$ cat config.mk
export PLATFORM = sky130hd
export DESIGN_NAME = sample_trim
export DESIGN_NICKNAME = d
export VERILOG_FILES = /design/src/rtl/sample_trim.sv
export SDC_FILE = /design/constraint.sdc
export NUM_CORES = 1
export LEC_CHECK = 0
export BUFFER_PORTS_ARGS = -buffer_cell sky130_fd_sc_hd__buf_2
export CORE_UTILIZATION = 40
export CTS_CLUSTER_DIAMETER = 30
export DETAILED_ROUTE_END_ITERATION = 10
export HOLD_SLACK_MARGIN = 0.05
export PLACE_DENSITY = 0.67
export RECOVER_POWER = 50
export SLEW_MARGIN = 40
export SYNTH_ARGS = -nofsm -noshare
export SYNTH_HDL_FRONTEND = slang
export SYNTH_SLANG_ARGS = --single-unit
$ cat constraint.sdc
create_clock -name clk -period 1.7 [get_ports clk]
set_input_delay 0.34 -clock clk [delete_from_list [all_inputs] [get_ports clk]]
set_output_delay 0.34 -clock clk [all_outputs]
set_load 0.1 [all_outputs]
$ cat src/rtl/sample_trim.sv
// -----------------------------------------------------------------------------
// sample_trim
//
// Purpose:
//   Receives AXI-Stream packets padded to IN_L samples, throws away the first
//   IN_L-OUT_L samples of each packet and forwards the last OUT_L samples,
//   marking the final forwarded sample with o_tlast. Packets that end early
//   raise err_short; packets that run past IN_L raise err_long and have
//   their excess samples discarded.
//
// Handshake (valid/ready):
//   An input beat is consumed on a rising edge where i_tvalid && i_tready.
//   An output beat is consumed on a rising edge where o_tvalid && o_tready.
//   Once o_tvalid is high, o_tdata/o_tlast stay constant until that beat is
//   consumed. o_tvalid rises exactly one cycle after the input beat that
//   produced it, and the output register reloads on the same edge it is
//   drained, so back-to-back beats have no bubble.
//
// Parameters:
//   WIDTH  sample width in bits
//   OUT_L  samples kept per packet (1..IN_L)
//   IN_L   expected input packet length (1..65535)
//
// Ports:
//   clk            sole clock, rising edge
//   reset_n        asynchronous active-low reset
//   i_tdata/i_tlast/i_tvalid/i_tready   input stream
//   o_tdata/o_tlast/o_tvalid/o_tready   output stream
//   err_short      one-cycle pulse: packet ended before IN_L samples
//   err_long       one-cycle pulse: packet did not end at sample IN_L
//   o_dbg_state    current FSM state (0 DROP, 1 PASS, 2 FLUSH)
//
// Optional feature (macro SAMPLE_TRIM_ERR_CNT_EN):
//   Adds err_short_cnt[15:0] / err_long_cnt[15:0], saturating counts of the
//   respective error pulses. Without the macro these ports do not exist.
// -----------------------------------------------------------------------------
module sample_trim #(
    parameter int WIDTH = 32,
    parameter int OUT_L = 32,
    parameter int IN_L  = 64
) (
    input  logic             clk,
    input  logic             reset_n,
    input  logic [WIDTH-1:0] i_tdata,
    input  logic             i_tlast,
    input  logic             i_tvalid,
    output logic             i_tready,
    output logic [WIDTH-1:0] o_tdata,
    output logic             o_tlast,
    output logic             o_tvalid,
    input  logic             o_tready,
    output logic             err_short,
    output logic             err_long,
`ifdef SAMPLE_TRIM_ERR_CNT_EN
    output logic [15:0]      err_short_cnt,
    output logic [15:0]      err_long_cnt,
`endif
    output logic [1:0]       o_dbg_state
);

    localparam int CW     = $clog2(IN_L + 1);
    localparam int DROP_N = IN_L - OUT_L;

    // Count of the last sample of a well-formed packet, and of the last
    // dropped sample (only meaningful when DROP_N > 0).
    localparam logic [CW-1:0] LAST_CNT  = CW'(IN_L - 1);
    localparam logic [CW-1:0] DROP_LAST = CW'((DROP_N > 0) ? (DROP_N - 1) : 0);

    typedef enum logic [1:0] {
        ST_DROP  = 2'd0,
        ST_PASS  = 2'd1,
        ST_FLUSH = 2'd2
    } state_t;

    // When nothing is dropped, every packet starts directly in PASS.
    localparam state_t ST_START = (DROP_N == 0) ? ST_PASS : ST_DROP;

    state_t           r_state;
    logic [CW-1:0]    r_count;
    logic [WIDTH-1:0] r_data;
    logic             r_tlast;
    logic             r_valid;
    logic             r_err_short;
    logic             r_err_long;

    logic             w_ready;
    logic             w_in_xfer;
    logic             w_out_xfer;
    logic             w_at_last;

    // Only PASS loads the output register, so only PASS needs backpressure.
    assign w_ready    = (r_state == ST_PASS) ? (~r_valid | o_tready) : 1'b1;
    assign w_in_xfer  = i_tvalid & w_ready;
    assign w_out_xfer = r_valid & o_tready;
    assign w_at_last  = (r_count == LAST_CNT);

    always_ff @(posedge clk or negedge reset_n) begin
        if (!reset_n) begin
            r_state     <= ST_START;
            r_count     <= '0;
            r_data      <= '0;
            r_tlast     <= 1'b0;
            r_valid     <= 1'b0;
            r_err_short <= 1'b0;
            r_err_long  <= 1'b0;
        end else begin
            r_err_short <= 1'b0;
            r_err_long  <= 1'b0;

            // Drain first; a PASS load on the same edge overrides this.
            if (w_out_xfer) begin
                r_valid <= 1'b0;
            end

            case (r_state)
                ST_DROP: begin
                    if (w_in_xfer) begin
                        // DROP never reaches LAST_CNT, so any tlast here is early.
                        if (i_tlast) begin
                            r_err_short <= 1'b1;
                            r_count     <= '0;
                            r_state     <= ST_START;
                        end else begin
                            r_count <= r_count + CW'(1);
                            if (r_count == DROP_LAST) begin
                                r_state <= ST_PASS;
                            end
                        end
                    end
                end

                ST_PASS: begin
                    if (w_in_xfer) begin
                        r_data  <= i_tdata;
                        r_valid <= 1'b1;
                        r_tlast <= i_tlast | w_at_last;
                        if (w_at_last) begin
                            r_count <= '0;
                            if (i_tlast) begin
                                r_state <= ST_START;
                            end else begin
                                r_err_long <= 1'b1;
                                r_state    <= ST_FLUSH;
                            end
                        end else if (i_tlast) begin
                            r_err_short <= 1'b1;
                            r_count     <= '0;
                            r_state     <= ST_START;
                        end else begin
                            r_count <= r_count + CW'(1);
                        end
                    end
                end

                ST_FLUSH: begin
                    // Excess samples of an over-long packet are swallowed.
                    if (w_in_xfer && i_tlast) begin
                        r_count <= '0;
                        r_state <= ST_START;
                    end
                end

                default: begin
                    r_count <= '0;
                    r_state <= ST_START;
                end
            endcase
        end
    end

    assign i_tready    = w_ready;
    assign o_tdata     = r_data;
    assign o_tlast     = r_tlast;
    assign o_tvalid    = r_valid;
    assign err_short   = r_err_short;
    assign err_long    = r_err_long;
    assign o_dbg_state = r_state;

`ifdef SAMPLE_TRIM_ERR_CNT_EN
    logic [15:0] r_short_cnt;
    logic [15:0] r_long_cnt;

    always_ff @(posedge clk or negedge reset_n) begin
        if (!reset_n) begin
            r_short_cnt <= '0;
            r_long_cnt  <= '0;
        end else begin
            if (r_err_short && (r_short_cnt != 16'hFFFF)) begin
                r_short_cnt <= r_short_cnt + 16'd1;
            end
            if (r_err_long && (r_long_cnt != 16'hFFFF)) begin
                r_long_cnt <= r_long_cnt + 16'd1;
            end
        end
    end

    assign err_short_cnt = r_short_cnt;
    assign err_long_cnt  = r_long_cnt;
`endif

endmodule

==> results of run 1 <==
-- what timing repair did --
item	4_1_cts	5_1_grt
hold buffers	1	0
hold endpoints to repair	45	0
gates resized for setup	1	2
endpoints found under the setup margin	1	3
buffers inserted	3	0
cloned	0	0
-- logic make-up (layout without fill, tap and decap cells) --
group           count (synthesis)  count (layout)  share of synthesized area, %
fa+ha+maj                       1               1                         0.609
simple gates                   30              30                          9.38
buf+inv                         8              99                          4.45
compound gates                 18              18                          6.64
mux                            34              34                          24.1
flops                          45              45                          54.8
-- critical path: cells and delay by family, from the launching register on --
kind	cells	cell delay, ns
DFF	1	0.51
and+or+nand+nor	1	0.31
buffers and inverters	1	0.19
-- sequential cells by signal (all words and copies together) (netlist names) --
register and flops:
r_count 7, err_short 1, o_dbg_state 2, o_tlast 1, o_tvalid 1, err_long 1, o_tdata 32
-- stage by stage --
step	TNS [ns]	instance area (µm²)	setup slack (ns)	power [mW]	std cells
CTS	0	2690	0.0161	2.12	294
floorplan	-3.38	2060	-0.110	1.19	136
global placement	0	2540	0.132	1.28	282
detailed placement	0	2540	0.115	1.28	282
finish	0	2690	0.0593	2.10	294
global route	0	2690	0.0149	2.17	294
-- path summary, 6_finish.rpt --
path                       depth (start not counted)                       start  slack [ns]                    endpoint
hold reg to reg                                    1      o_tdata[1]$_DFFE_PN0P_        0.48      o_tdata[1]$_DFFE_PN0P_
min in group asynchronous                          3                     reset_n        0.67      o_tdata[3]$_DFFE_PN0P_
setup / recovery                                   2  o_dbg_state[1]$_DFFE_PN0P_        0.06                    i_tready
setup reg to reg                                   4  o_dbg_state[1]$_DFFE_PN0P_        0.11     o_tdata[27]$_DFFE_PN0P_
max in group asynchronous                          3                     reset_n        0.63  o_dbg_state[1]$_DFFE_PN0P_
hold / removal                                     2                  i_tdata[1]        0.26      o_tdata[1]$_DFFE_PN0P_
-- placed cells by master (no fill, tap or decap), types with 2 or more instances in the layout --
master    count
nor2_1        3
buf_2        57
nand3_1       3
dfrtp_2       2
o21ai_1       3
or3_1         3
inv_1         2
dfrtp_1      42
clkbuf_2     18
buf_12        2
a31oi_1       2
mux2_1        3
nand2_1       6
or2_2         2
clkbuf_8      6
nor4b_1       2
nor4_1        2
buf_4         8
mux2_4       30
a21oi_1       3
clkbuf_1      2
-- area by class of cell --
cell class              count  area (µm²)
clock inverters             2        37.5
repair buffers             89         504
well taps                  67        83.8
multi-input cells          83         837
clock buffers               6        82.6
inverters                   2        7.51
flip-flops and latches     45        1130
fillers                   434        2130
-- where the power goes --
group          switching (mW)  leakage [nW]  total (mW)  internal, mW
clock network           0.357        0.0574       0.835         0.478
logic                  0.0760         0.749       0.149        0.0732
registers              0.0235         0.620        1.11          1.09
-- per-layer routing --
metal / share of wire, % / up-vias / track usage (%)
met2: 49 / 61 / 26.2
met3: 6.4 / 8 / 4.94
met4: 2.0 / 0 / 5.13
li1: - / 682 / -
met5: 0 / - / 0
met1: 43 / 691 / 19.7
==> impl_metrics.yaml, run 1 <==
die:
  die_y_um: 73.7
  num_rows: 25
  ios: 76
  core_mm2: 0.00482
  die_area_mm2: 0.00543
  die_w_um: 73.7
  start_util_pct: 42.6
cells_and_area:
  syn_to_final_growth_pct: 30.7
  finalNetCount: 264
  final_util_pct: 55.7
  layout-drive-gt1-share_pct: 59.9
  antennaDiodeCount: 0
clock_network:
  cts.root.buffer_cell: "clkbuf_8"
  clkTransAtPathRegs_ns: 0.09
  cts_buffer_depth: 2
  clock_latency_ns: 0.29
  numCtsBuffers: 5
  clock_sinks: 45
  cts_max_level: 2
  cts_tree: "built"
drt:
  vias_per_cell: 4.90
  drt_first_iter_violations: 90
  routed_wl_um: 4140
  vias: 1442
  drc: 0
  first_pass_iters: 4
  ant_nets: 0
  routedWlPerCell_um: 14.1
worst_setup_path:
  arrival_ns: 1.30
  max_stage_delay_ns: 0.51
  end_kind: "primary output"
  critPathRequiredTime_ns: 1.36
  worst-path-max-fanout: 4
  cp_cell_sequence: "or2_2, buf_6"
  crit_type: "reg -> out"
  start_kind: "flop"
  critPathSlowestCell: "dfrtp_4"
timing:
  period_share_pct: 96.5
  fmax_mhz: 610
  whs_ns: 0.260
  maxSlewHeadroom_pct: 62.6
  slew_violations: 0
  hold_viol: 0
  worst_slew_pin_slew_ns: 0.560
  setup_violations: 0
  clock_skew_ns: 0.0126
  min_period_ns: 1.64
  rsz0062_at_grt: "false"
synth:
  synth_common_cells: "dfrtp_1 (45), mux2_4 (30), nand2_1 (6)"
  yosysUniqueCellTypes: 39
  ys_top_cells_by_area: "dfrtp_1 (55%), mux2_4 (22%), buf_12 (2.9%)"
  synth_top_area_share_pct: 54.8
  synth_area_mm2: 0.00205
  synth_async_sr_flop_share_pct: 100
  synth-seq-cells: 45
  synth_edf_count: 0
  synth-seq-area-share_pct: 54.8
  syn_inst: 136
  ys.flop_type: "dfrtp_1"
  syn_area_per_cell_um2: 15.1
  yosys.cell_count.top_type: "dfrtp_1"
  syn_nets: 174
  yosys.area.top_type: "dfrtp_1"
  synth.yosys.warnings: 0
placement:
  gp_congestion: 0.863
  port_buffers: 75
  hpwl_um: 3000
power:
  peakVddDrop_v: 0.000322
  leakagePower_nw: 1.43
  p_per_area_mw_per_mm2: 781
job:
  drv_cap: 0
global_route:
  grt_pass1_vias: 1434
  antenna_found_initial: 0
  grt_overflow_total: 0
  grt_pass1_wl_um: 6490
  grt_max_degree: 24
  track_usage_pct: 15.8
min_path:
  hold_class: "in -> reg"
run_status:
  status: "finished, final reports clean"
No activity file was read; power rests on OpenSTA's default activity.
==> run 2, diff against run 1 <==
Settings changed: CORE_ASPECT_RATIO from default to 1.4.
==> run 2 against run 1 <==
  * Routed wire length decreased by 2.6%
  * Sequential share of layout area rose by 0.34 points
  * Die area hardly changed
  * Hold slack got worse by 0.0046 ns
  * Core utilization decreased by 1.2 points
  * Fmax fell by 1.5%
  * Critical endpoint unchanged
  * Non-clock buffer count unchanged
  * Via count rose by 0.62%
  * Highest routed layer unchanged
  * Critical path depth stayed put
==> impl_metrics.yaml, run 2 (same netlist as run 1, synthesis figures left out) <==
drt:
  routedWlPerCell_um: 13.9
  routed_wl_um: 4040
  first_pass_iters: 4
  drt_first_iter_violations: 52
  drc: 0
  vias_per_cell: 4.99
  ant_nets: 0
  vias: 1451
worst_setup_path:
  critPathSlowestCell: "dfrtp_4"
  worst-path-buf-inv: 1
  end_kind: "primary output"
  critPathRequiredTime_ns: 1.36
  crit_type: "reg -> out"
  critPathTopFamily: "flip-flops"
  start_kind: "flop"
  max_stage_delay_ns: 0.52
  cp_cell_sequence: "or2_2, buf_6"
  arrival_ns: 1.33
  worst-path-max-fanout: 7
placement:
  dpl_cell_area_mm2: 0.00255
  hpwl_um: 2980
  gp_congestion: 0.782
  place_ws_ns: 0.0809
  port_buffers: 75
clock_network:
  clock_sinks: 45
  numCtsBuffers: 5
  clock_latency_ns: 0.30
  clkTransAtPathRegs_ns: 0.09
  cts.root.buffer_cell: "clkbuf_8"
  cts_tree: "built"
  cts_buffer_depth: 2
  cts_max_level: 2
timing:
  worst_slew_pin_slew_ns: 0.555
  period_share_pct: 98.0
  hold_viol: 0
  setup_slack_ns: 0.0345
  finalSetupTns_ns: 0
  setup_violations: 0
  clock_skew_ns: 0.00617
  rsz0062_at_grt: "false"
  slew_violations: 0
  fmax_mhz: 600
  maxSlewHeadroom_pct: 63.2
  min_period_ns: 1.67
die:
  die_y_um: 86.8
  core_mm2: 0.00488
  start_util_pct: 42.1
  die_area_mm2: 0.00543
  ios: 76
  die_w_um: 62.6
  num_rows: 30
power:
  peakVddDrop_v: 0.000300
  p_sw_uw: 472
  internal-power_mw: 1.46
  power.share.clock_pct: 34.5
  p_sw_share_pct: 24.5
  power_frac_seq_pct: 57.7
  combinationalPowerShare_pct: 7.8
  leakagePower_nw: 1.42
  p_per_area_mw_per_mm2: 724
cells_and_area:
  syn_to_final_growth_pct: 29.7
  fill_cells: 421
  antennaDiodeCount: 0
  final_area_mm2: 0.00266
  most-common-layout-cells: "buf_2 (59), dfrtp_1 (42), mux2_4 (30)"
  largest_register_ffs: 32
  finalNetCount: 264
  layout-drive-gt1-share_pct: 60.4
  final_common_cell: "buf_2"
global_route:
  grt_pass1_vias: 1362
  grt_max_degree: 19
  antenna_found_initial: 0
  track_usage_pct: 15.5
  grt_pass1_wl_um: 6450
  grt_overflow_total: 0
run_status:
  status: "finished, final reports clean"
min_path:
  hold_class: "in -> reg"
job:
  drv_cap: 0
[run 2: changes by cell type in the layout (fill, tap and decap cells not counted), sizes merged]
cell / change
inv: +1
clkinv: +1
buf: +3
bufinv: -1
clkbuf: -4
[run 2: metrics by stage]
stage | hold WS [ns] | power (mW) | std cells | util, %
after floorplan | 0.0444 | 1.19 | 136 | -
after global placement | 0.295 | 1.28 | 280 | 52.3
after detailed placement | 0.290 | 1.29 | 280 | 52.3
after CTS | 0.246 | 1.96 | 291 | 54.8
after global routing | 0.244 | 2.03 | 291 | 54.6
final | 0.255 | 1.93 | 291 | 54.6
[run 2: metal layers]
metal  vias up  global-route usage (%)  part of all wire [%]
met5         -                       0                     0
met4         0                    5.71                   1.3
met3         6                    4.47                   6.5
met2        61                    23.4                    47
met1       707                    21.0                    45
li1        677                       -                     -
[run 2: layout make-up]
class / count / area, µm² / share of cell area [%]
sequential: 45 / 1130 / 42.5
clock inverter: 3 / 21.3 / 0.798
clock buffer: 5 / 68.8 / 2.58
inverter: 2 / 7.51 / 0.282
multi-input combinational: 83 / 832 / 31.2
tap: 64 / 80.1 / 3.01
timing repair buffer: 89 / 522 / 19.6
[run 2: power by group through the flow]
stage / clock, mW / combinational (mW) / sequential [mW]
after floorplan: 0 / 0.0498 / 1.14
after global placement: 0 / 0.150 / 1.13
after detailed placement: 0 / 0.153 / 1.13
after CTS: 0.697 / 0.155 / 1.11
after global routing: 0.748 / 0.167 / 1.12
final: 0.665 / 0.150 / 1.11
[run 2: timing repair]
action / CTS / global route
endpoints found under the setup margin: 1 / 0
resized for setup: 2 / 0
hold endpoints to repair: 16 / 0
setup buffers: 2 / 0
hold buffers: 1 / 0
[run 2: final timing paths]
kind,startpoint,endpoint,slack [ns],cells past startpoint
worst max-delay path,o_dbg_state[1]$_DFFE_PN0P_,i_tready,0.03,2
worst min-delay path,i_tdata[0],o_tdata[0]$_DFFE_PN0P_,0.26,2
worst max register to register,o_dbg_state[1]$_DFFE_PN0P_,o_tdata[2]$_DFFE_PN0P_,0.09,4
worst min register to register,o_tdata[1]$_DFFE_PN0P_,o_tdata[1]$_DFFE_PN0P_,0.49,1
max in group asynchronous,reset_n,o_dbg_state[1]$_DFFE_PN0P_,0.48,3
min in group asynchronous,reset_n,o_tdata[16]$_DFFE_PN0P_,0.48,2
==> run 3, diff against run 2 <==
Settings changed: SETUP_SLACK_MARGIN from default to 0.15.
==> run 3 against run 2 <==
  * Flip-flop and latch count is the same
  * First-iteration DRC count grew 7.7%
  * Cell count shrank 0.34%
  * Combinational power grew 5%
  * Setup slack gained 0.070 ns
==> impl_metrics.yaml, run 3 (same netlist as run 1, synthesis figures left out) <==
run_status:
  status: "finished, final reports clean"
drt:
  routedWlPerCell_um: 15.5
  routed_wl_um: 4510
  drc: 0
  vias_per_cell: 5.06
  vias: 1467
  drt_first_iter_violations: 56
  first_pass_iters: 4
  ant_nets: 0
job:
  drv_cap: 0
die:
  die_w_um: 62.6
  num_rows: 30
  ios: 76
  core_mm2: 0.00488
  die_area_mm2: 0.00543
  start_util_pct: 42.1
  die_y_um: 86.8
clock_network:
  clock_latency_ns: 0.29
  cts_buffer_depth: 2
  numCtsBuffers: 5
  cts_tree: "built"
  cts.root.buffer_cell: "clkbuf_8"
  cts_max_level: 2
  clkTransAtPathRegs_ns: 0.08
  clock_sinks: 45
worst_setup_path:
  critPathSlowestCell: "dfrtp_4"
  worst-path-max-fanout: 5
  worst-path-buf-inv: 1
  critPathTopFamily: "flip-flops"
  end_kind: "primary output"
  max_stage_delay_ns: 0.43
  critPathRequiredTime_ns: 1.36
  start_kind: "flop"
  crit_type: "reg -> out"
  cp_cell_sequence: "nand3b_4, or2_4, buf_12"
  arrival_ns: 1.26
global_route:
  grt_pass1_vias: 1554
  antenna_found_initial: 0
  grt_pass1_wl_um: 7420
  track_usage_pct: 17.8
  grt_overflow_total: 0
  grt_max_degree: 29
cells_and_area:
  layout-drive-gt1-share_pct: 62.4
  largest_register_ffs: 32
  final_common_cell: "buf_2"
  final_area_mm2: 0.00277
  finalNetCount: 264
  antennaDiodeCount: 0
  most-common-layout-cells: "buf_2 (55), dfrtp_1 (42), mux2_4 (31)"
  final_util_pct: 56.8
  syn_to_final_growth_pct: 34.9
timing:
  slew_violations: 0
  setup_violations: 0
  min_period_ns: 1.60
  setup_slack_ns: 0.105
  maxSlewHeadroom_pct: 48.4
  fmax_mhz: 627
  hold_viol: 0
  clock_skew_ns: 0.00579
  period_share_pct: 93.8
  finalSetupTns_ns: 0
  rsz0062_at_grt: "true"
  worst_slew_pin_slew_ns: 0.774
power:
  power_mw: 2.04
  p_per_area_mw_per_mm2: 737
  peakVddDrop_v: 0.000410
  leakagePower_nw: 1.49
placement:
  hpwl_um: 3050
  place_ws_ns: 0.0662
  gp_congestion: 0.843
  port_buffers: 75
  dpl_cell_area_mm2: 0.00253
min_path:
  hold_class: "in -> async"
==> run 3: cell types whose count changed in the layout (fill, tap and decap cells not counted), sizes merged <==
cell	delta
buf	-1
inv	-1
dlygate4sd3	-1
dlymetal6s4s	+1
bufinv	+1
clkinvlp	-1
clkbuf	+1
==> run 3: layout make-up <==
type                    count  area (µm²)
inverters                   2        7.51
repair buffers             89         572
well taps                  64        80.1
clock buffers               5        68.8
multi-input cells          83         873
clock inverters             2        35.0
fillers                   417        2110
flip-flops and latches     45        1130
==> run 3: per-stage QoR <==
step	hold WS, ns	std cells
6_report	0.0773	290
5_1_grt	0.136	290
4_1_cts	0.0893	288
3_5_place_dp	0.416	275
3_3_place_gp	0.407	275
2_1_floorplan	0.0444	136
==> run 3: final timing paths <==
kind                            slack [ns]                       to  cells after the start                  startpoint
worst max-delay path                  0.10                 i_tready                      3  o_dbg_state[0]$_DFFE_PN0P_
worst min-delay path                  0.08   o_tdata[5]$_DFFE_PN0P_                      1                     reset_n
worst max register to register        0.17   r_count[3]$_DFFE_PN0P_                      4  o_dbg_state[1]$_DFFE_PN0P_
worst min register to register        0.49   o_tdata[0]$_DFFE_PN0P_                      1      o_tdata[0]$_DFFE_PN0P_
max in group asynchronous             0.37  o_tdata[14]$_DFFE_PN0P_                      2                     reset_n
min in group clk                      0.26   o_tdata[0]$_DFFE_PN0P_                      2                  i_tdata[0]
==> run 3: layer usage <==
layer,track usage (%),vias up,wire length (µm)
met4,6.98,0,76
met5,0,-,0
met1,20.5,734,1850
li1,-,681,-
met2,32.0,44,2430
met3,3.68,8,151
==> run 3: power breakdown <==
group | leakage, nW | internal, mW | switching, mW
registers | 0.619 | 1.09 | 0.0257
logic | 0.813 | 0.0791 | 0.0790
clock network | 0.0540 | 0.427 | 0.342
total | 1.49 | 1.60 | 0.447
==> run 3: timing repair <==
item                                    CTS  global route
endpoints found under the setup margin   37            25
cloned                                    1             1
gates resized for setup                   8             8
hold buffers                              0             0
pin swaps                                 0             3
endpoints found under the hold margin     0             0
buffers inserted                          5             1
